File: config.mk
export PLATFORM = sky130hd
export DESIGN_NAME = fop_scan
export DESIGN_NICKNAME = d
export VERILOG_FILES = /design/src/rtl/fop_scan.sv
export SDC_FILE = /design/constraint.sdc
export NUM_CORES = 1
export LEC_CHECK = 0
export ABC_AREA = 0
export CAP_MARGIN = 20
export CELL_PAD_IN_SITES_DETAIL_PLACEMENT = 1
export CELL_PAD_IN_SITES_GLOBAL_PLACEMENT = 2
export CORE_MARGIN = 2
export CORE_UTILIZATION = 31
export DETAILED_ROUTE_END_ITERATION = 12
export GPL_ROUTABILITY_DRIVEN = 0
export HOLD_SLACK_MARGIN = 0.05
export PLACE_DENSITY_LB_ADDON = 0.1
export SLEW_MARGIN = 20
export SYNTH_ARGS = -nofsm -noshare
export SYNTH_HDL_FRONTEND = slang
export SYNTH_SLANG_ARGS = --single-unit
File: constraint.sdc
create_clock -name clk -period 3 [get_ports clk]
set_input_delay 0.6 -clock clk [delete_from_list [all_inputs] [get_ports clk]]
set_output_delay 0.6 -clock clk [all_outputs]
set_load 0.1 [all_outputs]
File: src/rtl/fop_scan.sv
// fop_scan: steps a nibble range through an external Fibonacci-or-prime
// detector and collects a hit mask, hit count and lowest hit.
module fop_scan (
  input  logic        clk,
  input  logic        rst,
  input  logic        start,
  input  logic [3:0]  lo,
  input  logic [3:0]  hi,
  output logic [3:0]  nib,
  input  logic        det,
  output logic        busy,
  output logic        done,
  output logic        range_err,
  output logic [15:0] hit_mask,
  output logic [4:0]  hit_cnt,
  output logic [3:0]  first_hit,
  output logic        first_vld
);

  localparam int unsigned NIB_W = 4;
  localparam int unsigned CNT_W = 5;

  typedef enum logic [1:0] {
    IDLE = 2'd0,
    SCAN = 2'd1,
    DONE = 2'd2
  } state_t;

  state_t           state;
  logic [NIB_W-1:0] hi_q;

  // Scan sequencer with all outputs registered alongside the state.
  always_ff @(posedge clk) begin
    if (rst) begin
      state     <= IDLE;
      hi_q      <= '0;
      nib       <= '0;
      busy      <= 1'b0;
      done      <= 1'b0;
      range_err <= 1'b0;
      hit_mask  <= '0;
      hit_cnt   <= '0;
      first_hit <= '0;
      first_vld <= 1'b0;
    end else begin
      case (state)
        IDLE: begin
          done <= 1'b0;
          if (start) begin
            hit_mask  <= '0;
            hit_cnt   <= '0;
            first_vld <= 1'b0;
            busy      <= 1'b1;
            if (lo <= hi) begin
              hi_q      <= hi;
              nib       <= lo;
              range_err <= 1'b0;
              state     <= SCAN;
            end else begin
              // Empty range: skip straight to the completion pulse, nib untouched.
              range_err <= 1'b1;
              done      <= 1'b1;
              state     <= DONE;
            end
          end
        end
        SCAN: begin
          if (det) begin
            hit_mask[nib] <= 1'b1;
            hit_cnt       <= CNT_W'(hit_cnt + CNT_W'(1));
            if (!first_vld) begin
              first_hit <= nib;
              first_vld <= 1'b1;
            end
          end
          // Stop on the last nibble so nib never wraps past 15.
          if (nib == hi_q) begin
            done  <= 1'b1;
            state <= DONE;
          end else begin
            nib <= NIB_W'(nib + NIB_W'(1));
          end
        end
        DONE: begin
          done  <= 1'b0;
          busy  <= 1'b0;
          state <= IDLE;
        end
        default: begin
          done  <= 1'b0;
          busy  <= 1'b0;
          state <= IDLE;
        end
      endcase
    end
  end

endmodule

==> results.py, run 1 <==
metrics = {
    "grt": {
        "grt_pass1_wl_um": 8514,
        "grt_max_degree": 24,
        "grt.total_usage": 0.1676,
        "overflow": 0,
        "grt_pass1_vias": 1724,
        "grt_antenna_before_repair": 0,
    },
    "route": {
        "routed_via_density": 5.258,
        "maxUsedRoutingLayer": "met4",
        "drtPass1Iterations": 4,
        "num_vias": 1651,
        "first_iter_violations": 37,
        "wl_met1_um": 2261,
        "avgRoutedWirePerCell_um": 16.28,
        "ant_nets": 0,
        "route.met2.wl_um": 2582,
        "drt_wl_total_um": 5113,
        "remaining_drc_errors": 0,
        "wl_met3_um": 183,
    },
    "logic_synthesis": {
        "synth_seq_cells": 39,
        "async_flop_share": 0,
        "synth_warnings": 0,
        "synth_cells": 198,
        "synth.distinct_cells": 43,
        "syn_nets": 219,
        "synth_area_um2": 1836,
        "synth-seq-area-share": 0.4254,
        "synth.avg_cell_area_um2": 9.270,
        "synthFlopType": "dfxtp_1",
        "synth_edf_count": 0,
    },
    "sta": {
        "setup_tns_ns": 0,
        "worst_pin_slew_ns": 0.7078,
        "finalSetupViolations": 0,
        "rsz0062_at_grt": "false",
        "final_max_slew_viol_count": 0,
        "period_share": 0.7650,
        "maxSlewHeadroom": 0.5267,
        "fin_hold_ws_ns": 0.4613,
        "post-route-min-period_ns": 2.295,
        "fmax_ghz": 0.4357,
        "fin_ws_ns": 0.7051,
        "clock_skew_ns": 0.006414,
        "hold_viol_final": 0,
    },
    "final_layout": {
        "fill_cells": 719,
        "register_area_um2": 780.7,
        "diodes": 0,
        "final_core_util": 0.3991,
        "multi_input_area_um2": 950.9,
        "drive_gt1_frac": 0.2134,
        "nets": 260,
        "layout-area-overhead-vs-synth_pct": 26.45,
    },
    "worst_setup_path": {
        "cp-end-kind": "flop",
        "worstPathMaxFanout": 6,
        "arrival_ns": 2.48,
        "required_ns": 3.19,
        "reg2reg_depth": 4,
        "reg2reg_slack_ns": 1.26,
        "r2r-end": "hit_cnt[4]$_SDFFE_PP0P_",
        "slowest_stage": "clkdlybuf4s50_1",
        "critPathKind": "primary input to flop",
        "critPathLaunchType": "primary input",
        "critPathMaxStageDelay_ns": 0.48,
        "regToRegStartpoint": "state[0]$_SDFFE_PP0P_",
        "crit_chain": "clkdlybuf4s50_1 > inv_1 > ha_1 > nor2b_1 > o211a_1 > o211ai_2 > a31oi_1 > a311oi_1",
    },
    "floorplanning": {
        "ioPinCount": 45,
        "fp-row-count": 28,
        "die-area_um2": 6553,
        "die_x_um": 80.95,
        "initial_core_util": 0.3156,
        "core_area_um2": 5816,
        "die_h_um": 80.95,
    },
    "clocking": {
        "insertion_delay_ns": 0.28,
        "cts_sinks": 39,
        "htree_levels": 2,
        "postCtsHoldBufs": 0,
        "clk_pin_slew_worst_paths_ns": 0.07,
        "cts_tree": "built",
        "cts_buffers": 5,
        "cts_root_buf": "clkbuf_8",
        "max-clock-path-buffers": 2,
        "cts_resized": 0,
        "cts_setup_buffers": 0,
    },
    "power_and_ir_drop": {
        "p_leak_nw": 0.9452,
        "ir_worst_vdd_v": 0.0002917,
        "p_per_area_nw_per_um2": 603.9,
        "finalPower_mw": 1.402,
    },
    "run_status": {
        "outcome": "complete, no violations",
    },
    "placement": {
        "dp_hpwl_um": 3903,
        "post-place-ws_ns": 0.3824,
        "port_buffers": 44,
    },
    "worst_hold_path": {
        "hold_start": "range_err$_SDFFE_PP0P_",
        "hold-path-cell-count": 2,
        "hp-class": "flop to flop",
        "hold_end": "range_err$_SDFFE_PP0P_",
    },
    "job": {
        "max_cap_violations": 0,
    },
}
-- kinds of logic (layout without fill, tap and decap cells) --
family          Yosys count  after routing  synth area share
xor+xnor                  5              5           0.03204
buf+inv                  18             59           0.05658
compound gates           64             64            0.2570
simple gates             61             61            0.1568
mux                       2              2           0.01091
fa+ha+maj                 9              9           0.06135
flops                    39             39            0.4254
-- power breakdown --
part           total (mW)  internal [mW]  switching [mW]
sequential          0.599          0.547          0.0523
clock               0.353          0.180           0.173
combinational       0.449          0.124           0.325
total                1.40          0.851           0.550
-- state kept, by name, summed over array words and instances, names as in the netlist --
signal / flops
done: 1
first_hit: 4
nib: 4
hi_q: 4
hit_mask: 16
hit_cnt: 5
state: 2
first_vld: 1
busy: 1
range_err: 1
-- critical path: cells and delay by family --
| kind | cells | cell delay [ns] |
|---|---|---|
| AOI/OAI and AO/OA | 4 | 0.92 |
| adders and majority gates | 1 | 0.28 |
| buffers and inverters | 2 | 0.53 |
| and+or+nand+nor | 1 | 0.14 |
-- how the worst max path moves through the flow --
stage                     cells past startpoint           startpoint                  end  slack [ns]
after floorplan                               5  nib[1]$_SDFFE_PP0P_  nib[2]$_SDFFE_PP0P_        0.79
after global placement                        8                hi[1]  nib[2]$_SDFFE_PP0P_        0.53
after detailed placement                      8                hi[1]  nib[2]$_SDFFE_PP0P_        0.38
after CTS                                     8                hi[1]  nib[2]$_SDFFE_PP0P_        0.68
after global routing                          8                hi[1]  nib[2]$_SDFFE_PP0P_        0.60
final                                         8                hi[1]  nib[2]$_SDFFE_PP0P_        0.71
-- layout make-up --
class                           instances  share of cell area
Multi-Input combinational cell        141              0.4097
Sequential cell                        39              0.3364
Timing Repair Buffer                   46              0.1660
Tap cell                               75             0.04043
Clock buffer                            6             0.03558
Inverter                                6            0.009703
Clock inverter                          1            0.002156
-- layout by cell type (no fill, tap or decap), drive strengths merged, types with 3 or more instances in the layout --
cell type,n
dfxtp,39
buf,35
nor2,26
a32oi,16
a21oi,16
o21ai,12
clkdlybuf4s50,11
nand2,10
nand3,9
ha,9
inv,6
clkbuf,6
nor2b,5
xor2,5
and2,4
nand2b,3
a211oi,3
-- cells in the mapped netlist (2+ instances only) --
cell       n  area, um^2
a211oi_1   2       15.01
a21oi_1   15       75.07
a22oi_1    2       15.01
a311oi_1   2       17.52
a31oi_1    2       12.51
a32oi_1   16       140.1
a41oi_1    2       17.52
and2_1     3       18.77
buf_2      2       10.01
buf_6      4       45.04
clkbuf_1   5       18.77
dfxtp_1   39       780.8
ha_1       9       112.6
inv_1      6       22.52
mux2i_1    2       20.02
nand2_1    9       33.78
nand2b_1   3       18.77
nand3_1    9       45.04
nor2_1    26       97.59
nor2b_1    4       25.02
o21ai_0   10       50.05
o21ai_1    2       10.01
xor2_1     3       26.28
xor2_2     2       32.53
-- metal layers --
| metal | vias to the layer above | track usage |
|---|---|---|
| met5 | - | 0 |
| met4 | 0 | 0.05593 |
| met3 | 8 | 0.03222 |
| met2 | 36 | 0.2950 |
| met1 | 800 | 0.2044 |
| li1 | 807 | - |
-- metrics by stage --
stage          cells  instance area [um^2]
6_report         314                  2321
5_1_grt          314                  2321
4_1_cts          314                  2321
3_5_place_dp     307                  2233
3_3_place_gp     307                  2233
2_1_floorplan    198                  1836
No activity file was read; power rests on OpenSTA's default activity.
==> run 2, diff against run 1 <==
--- a/config.mk
+++ b/config.mk
@@ -10,7 +10,7 @@
 export CELL_PAD_IN_SITES_DETAIL_PLACEMENT = 1
 export CELL_PAD_IN_SITES_GLOBAL_PLACEMENT = 2
 export CORE_MARGIN = 2
-export CORE_UTILIZATION = 31
+export CORE_UTILIZATION = 26
 export DETAILED_ROUTE_END_ITERATION = 12
 export GPL_ROUTABILITY_DRIVEN = 0
 export HOLD_SLACK_MARGIN = 0.05
==> constraint.sdc (replaced) <==
create_clock -name clk -period 2.1 [get_ports clk]
set_input_delay 0.42 -clock clk [delete_from_list [all_inputs] [get_ports clk]]
set_output_delay 0.42 -clock clk [all_outputs]
set_load 0.1 [all_outputs]
==> run 2 against run 1 <==
Net effect:
- critical path depth unchanged
- clock power up 85%
- highest routed layer unchanged
- sequential power up 41%
- worst hold slack better by 0.010 ns
==> results.py, run 2 (synthesis gave the netlist of run 1 again) <==
metrics = {
    "run_status": {
        "outcome": "complete, no violations",
    },
    "floorplanning": {
        "ioPinCount": 45,
        "die_x_um": 88.02,
        "die_h_um": 88.02,
        "initial_core_util": 0.2687,
        "core_area_um2": 6832,
        "fp-row-count": 30,
        "die-area_um2": 7748,
    },
    "grt": {
        "grt.total_usage": 0.1427,
        "grt_pass1_wl_um": 8583,
        "overflow": 0,
        "grt_max_degree": 24,
        "grt_antenna_before_repair": 0,
        "grt_pass1_vias": 1708,
    },
    "clocking": {
        "max-clock-path-buffers": 2,
        "clk_pin_slew_worst_paths_ns": 0.08,
        "cts_tree": "built",
        "cts_sinks": 39,
        "cts_root_buf": "clkbuf_8",
        "insertion_delay_ns": 0.29,
        "cts_setup_buffers": 0,
        "htree_levels": 2,
        "cts_buffers": 5,
        "postCtsHoldBufs": 0,
    },
    "power_and_ir_drop": {
        "p_per_area_nw_per_um2": 888.8,
        "finalPower_mw": 2.199,
        "ir_worst_vdd_v": 0.0002571,
        "p_leak_nw": 1.013,
    },
    "route": {
        "avgRoutedWirePerCell_um": 15.08,
        "remaining_drc_errors": 0,
        "routed_via_density": 4.795,
        "drt_wl_total_um": 5233,
        "first_iter_violations": 43,
        "ant_nets": 0,
        "drtPass1Iterations": 4,
        "num_vias": 1664,
    },
    "final_layout": {
        "final_core_util": 0.3621,
        "fill_cells": 830,
        "largest_register_ffs": 16,
        "layout-area-overhead-vs-synth_pct": 34.76,
        "drive_gt1_frac": 0.2669,
        "top_regs": "hit_mask: 16 flops, hit_cnt: 5 flops",
        "diodes": 0,
        "multi_input_area_um2": 960.9,
        "register_area_um2": 784.5,
        "mostFrequentLayoutCells": "buf_4, dfxtp_1, nor2_1",
        "mostFrequentLayoutCell": "buf_4",
        "nets": 271,
        "top_register": "hit_mask",
    },
    "worst_setup_path": {
        "arrival_ns": 2.18,
        "reg2reg_slack_ns": 0.57,
        "required_ns": 2.29,
        "worstPathMaxFanout": 6,
        "regToRegStartpoint": "nib[0]$_SDFFE_PP0P_",
        "r2r-end": "nib[3]$_SDFFE_PP0P_",
        "cp-end-kind": "flop",
        "critPathMaxStageDelay_ns": 0.48,
        "crit_chain": "clkdlybuf4s50_1 > inv_1 > ha_1 > nor2b_1 > o211a_1 > o211ai_4 > a21oi_1 > a311oi_1",
        "critPathKind": "primary input to flop",
        "slowest_stage": "clkdlybuf4s50_1",
        "critPathLaunchType": "primary input",
        "reg2reg_depth": 5,
    },
    "worst_hold_path": {
        "hold_end": "range_err$_SDFFE_PP0P_",
        "hp-class": "flop to flop",
        "hold-path-cell-count": 2,
        "hold_start": "range_err$_SDFFE_PP0P_",
    },
    "placement": {
        "dp_hpwl_um": 3812,
        "port_buffers": 44,
    },
    "sta": {
        "rsz0062_at_grt": "true",
        "fmax_ghz": 0.5015,
        "maxSlewHeadroom": 0.6583,
        "post-route-min-period_ns": 1.994,
        "final_max_slew_viol_count": 0,
        "worst_pin_slew_ns": 0.5110,
        "clock_skew_ns": 0.004636,
        "period_share": 0.9496,
        "hold_viol_final": 0,
        "finalSetupViolations": 0,
    },
    "job": {
        "max_cap_violations": 0,
    },
}
==> run 2: timing repair <==
item | CTS | global route
endpoints found under the hold margin | 0 | 0
setup endpoints to repair | 0 | 4
gates resized for setup | 0 | 2
==> run 2: stage by stage <==
stage	instances	cell area [um^2]	setup slack (ns)	hold WS (ns)	setup TNS, ns
after detailed placement	339	2346	-0.2743	0.4660	-2.235
after CTS	347	2464	0.03042	0.4800	0
after global placement	339	2346	-0.2180	0.4543	-1.896
after floorplan	198	1839	0.05332	0.4655	0
final	347	2474	0.1058	0.4715	0
after global routing	347	2474	-0.01554	0.4981	-0.01776
==> run 2: cell type report <==
| cell class | count | area share |
|---|---|---|
| Sequential cell | 39 | 0.3171 |
| Tap cell | 96 | 0.04856 |
| Inverter | 6 | 0.009105 |
| Timing Repair Buffer | 57 | 0.1892 |
| Multi-Input combinational cell | 141 | 0.3885 |
| Clock inverter | 2 | 0.01416 |
| Clock buffer | 6 | 0.03338 |
==> run 2: worst max-delay path, delay by kind of cell <==
kind                     cells  cell delay (ns)
adder cells (fa/ha/maj)      1             0.28
AND/OR/NAND/NOR              1             0.13
buffers and inverters        2             0.53
AO/OA/AOI/OAI                4             0.83
==> run 2: worst max path at each step <==
| stage | start | end | slack [ns] | depth (start not counted) |
|---|---|---|---|---|
| 2_1_floorplan | nib[2]$_SDFFE_PP0P_ | nib[2]$_SDFFE_PP0P_ | 0.05 | 6 |
| 4_1_cts | hi[1] | nib[2]$_SDFFE_PP0P_ | 0.03 | 8 |
| 3_5_place_dp | hi[1] | nib[2]$_SDFFE_PP0P_ | -0.27 | 8 |
| 3_3_place_gp | hi[1] | nib[2]$_SDFFE_PP0P_ | -0.22 | 8 |
| 5_1_grt | hi[1] | nib[2]$_SDFFE_PP0P_ | -0.02 | 8 |
| 6_report | hi[1] | nib[1]$_SDFFE_PP0P_ | 0.11 | 8 |
==> run 2: where the power goes <==
| group | internal, mW | switching (mW) | total (mW) | leakage [nW] |
|---|---|---|---|---|
| Clock | 0.385 | 0.268 | 0.653 | 0.0612 |
| Combinational | 0.214 | 0.486 | 0.700 | 0.634 |
| Sequential | 0.783 | 0.0620 | 0.845 | 0.317 |
==> run 2: metal layers <==
layer,track usage,vias to the layer above,part of all wire
met5,0,-,0
met2,0.2300,28,0.46
li1,-,825,-
met4,0.02479,0,0.0040
met3,0.03299,2,0.043
met1,0.1983,809,0.50
==> run 3, diff against run 2 <==
--- a/config.mk
+++ b/config.mk
@@ -15,6 +15,7 @@
 export GPL_ROUTABILITY_DRIVEN = 0
 export HOLD_SLACK_MARGIN = 0.05
 export PLACE_DENSITY_LB_ADDON = 0.1
+export RECOVER_POWER = 25
 export SLEW_MARGIN = 20
 export SYNTH_ARGS = -nofsm -noshare
 export SYNTH_HDL_FRONTEND = slang
==> run 3 against run 2 <==
Net effect:
- non-clock buffer count did not move
- count of clock-buffer cells in the layout is the same
- die area unchanged
- sequential power about the same
- clock skew is 0.0014 ns higher
- combinational power is 0.7% lower
- worst hold slack got worse by 0.0023 ns
- critical path type unchanged
- global-route usage is the same
==> results.py, run 3 (synthesis gave the netlist of run 1 again) <==
metrics = {
    "run_status": {
        "outcome": "complete, no violations",
    },
    "route": {
        "first_iter_violations": 41,
        "drt_wl_total_um": 5207,
        "route.met2.wl_um": 2379,
        "ant_nets": 0,
        "wl_met3_um": 199,
        "num_vias": 1667,
        "remaining_drc_errors": 0,
        "maxUsedRoutingLayer": "met4",
        "routed_via_density": 4.804,
        "drtPass1Iterations": 4,
        "avgRoutedWirePerCell_um": 15.01,
        "wl_met1_um": 2607,
    },
    "sta": {
        "maxSlewHeadroom": 0.6379,
        "setup_tns_ns": 0,
        "fmax_ghz": 0.5014,
        "fin_ws_ns": 0.1057,
        "worst_pin_slew_ns": 0.5455,
        "period_share": 0.9497,
        "clock_skew_ns": 0.006001,
        "finalSetupViolations": 0,
        "post-route-min-period_ns": 1.994,
        "hold_viol_final": 0,
        "final_max_slew_viol_count": 0,
        "rsz0062_at_grt": "true",
        "fin_hold_ws_ns": 0.4692,
    },
    "worst_setup_path": {
        "critPathLaunchType": "primary input",
        "worstPathMaxFanout": 6,
        "critPathMaxStageDelay_ns": 0.48,
        "arrival_ns": 2.18,
        "slowest_stage": "clkdlybuf4s50_1",
        "critPathKind": "primary input to flop",
        "required_ns": 2.29,
        "reg2reg_slack_ns": 0.57,
        "crit_chain": "clkdlybuf4s50_1 > inv_1 > ha_1 > nor2b_1 > o211a_1 > o211ai_4 > a21oi_1 > a311oi_1",
        "cp-end-kind": "flop",
    },
    "clocking": {
        "insertion_delay_ns": 0.29,
        "htree_levels": 2,
        "max-clock-path-buffers": 2,
        "cts_tree": "built",
        "cts_buffers": 5,
        "cts_root_buf": "clkbuf_8",
        "cts_setup_buffers": 0,
        "cts_sinks": 39,
        "clk_pin_slew_worst_paths_ns": 0.08,
    },
    "power_and_ir_drop": {
        "finalPower_mw": 2.194,
        "p_leak_nw": 0.9994,
        "p_per_area_nw_per_um2": 902.4,
        "ir_worst_vdd_v": 0.0002571,
    },
    "placement": {
        "port_buffers": 44,
        "post-place-ws_ns": -0.2743,
        "dp_cells": 339,
        "placed_area_um2": 2346,
        "dp_hpwl_um": 3812,
    },
    "final_layout": {
        "diodes": 0,
        "layout-area-overhead-vs-synth_pct": 32.45,
        "drive_gt1_frac": 0.2669,
        "top_regs": "hit_mask: 16 flops, hit_cnt: 5 flops",
        "largest_register_ffs": 16,
        "fin_area_um2": 2431,
        "mostFrequentLayoutCell": "dfxtp_1",
        "fin_cells": 347,
        "mostFrequentLayoutCells": "dfxtp_1, buf_4, nor2_1",
        "top_register": "hit_mask",
        "final_core_util": 0.3559,
        "fill_cells": 834,
        "nets": 271,
    },
    "grt": {
        "grt_pass1_vias": 1708,
        "overflow": 0,
        "grt_pass1_wl_um": 8583,
        "grt.total_usage": 0.1427,
        "grt_max_degree": 24,
        "grt_antenna_before_repair": 0,
    },
    "floorplanning": {
        "initial_core_util": 0.2687,
        "die_h_um": 88.02,
        "ioPinCount": 45,
        "die-area_um2": 7748,
        "core_area_um2": 6832,
        "die_x_um": 88.02,
        "fp-row-count": 30,
    },
    "worst_hold_path": {
        "hp-class": "flop to flop",
    },
    "job": {
        "max_cap_violations": 0,
    },
}
run 3: what timing repair did:
action	in CTS	in global routing
endpoints found under the setup margin	0	4
resized for setup	0	2
hold buffers	0	0
run 3: area by class of cell:
type | instances | area (um^2) | area share
sequential | 39 | 784.5 | 0.3227
inverter | 6 | 22.52 | 0.009264
tap | 96 | 120.1 | 0.04941
multi-input combinational | 141 | 960.9 | 0.3953
clock inverter | 2 | 35.03 | 0.01441
timing repair buffer | 57 | 425.4 | 0.1750
clock buffer | 6 | 82.58 | 0.03397
run 3: final timing paths:
path	start	to	depth (start not counted)
max reg2reg	nib[0]$_SDFFE_PP0P_	nib[3]$_SDFFE_PP0P_	5
min reg2reg	range_err$_SDFFE_PP0P_	range_err$_SDFFE_PP0P_	2
min	range_err$_SDFFE_PP0P_	range_err$_SDFFE_PP0P_	2
max	hi[1]	nib[1]$_SDFFE_PP0P_	8
run 3: power breakdown:
group	internal (mW)	switching, mW	total [mW]
Clock	0.385	0.270	0.654
Combinational	0.208	0.487	0.695
Sequential	0.783	0.0614	0.845
Total	1.38	0.818	2.19
run 3: worst max-delay path, delay by kind of cell:
family,cells,cell delay [ns]
AOI/OAI and AO/OA,4,0.83
buffers and inverters,2,0.53
adders and majority gates,1,0.28
and+or+nand+nor,1,0.13
run 3: routing by layer:
layer / GRT usage / vias to the layer above
met1: 0.1983 / 813
met5: 0 / -
met3: 0.03299 / 2
li1: - / 826
met2: 0.2300 / 26
met4: 0.02479 / 0
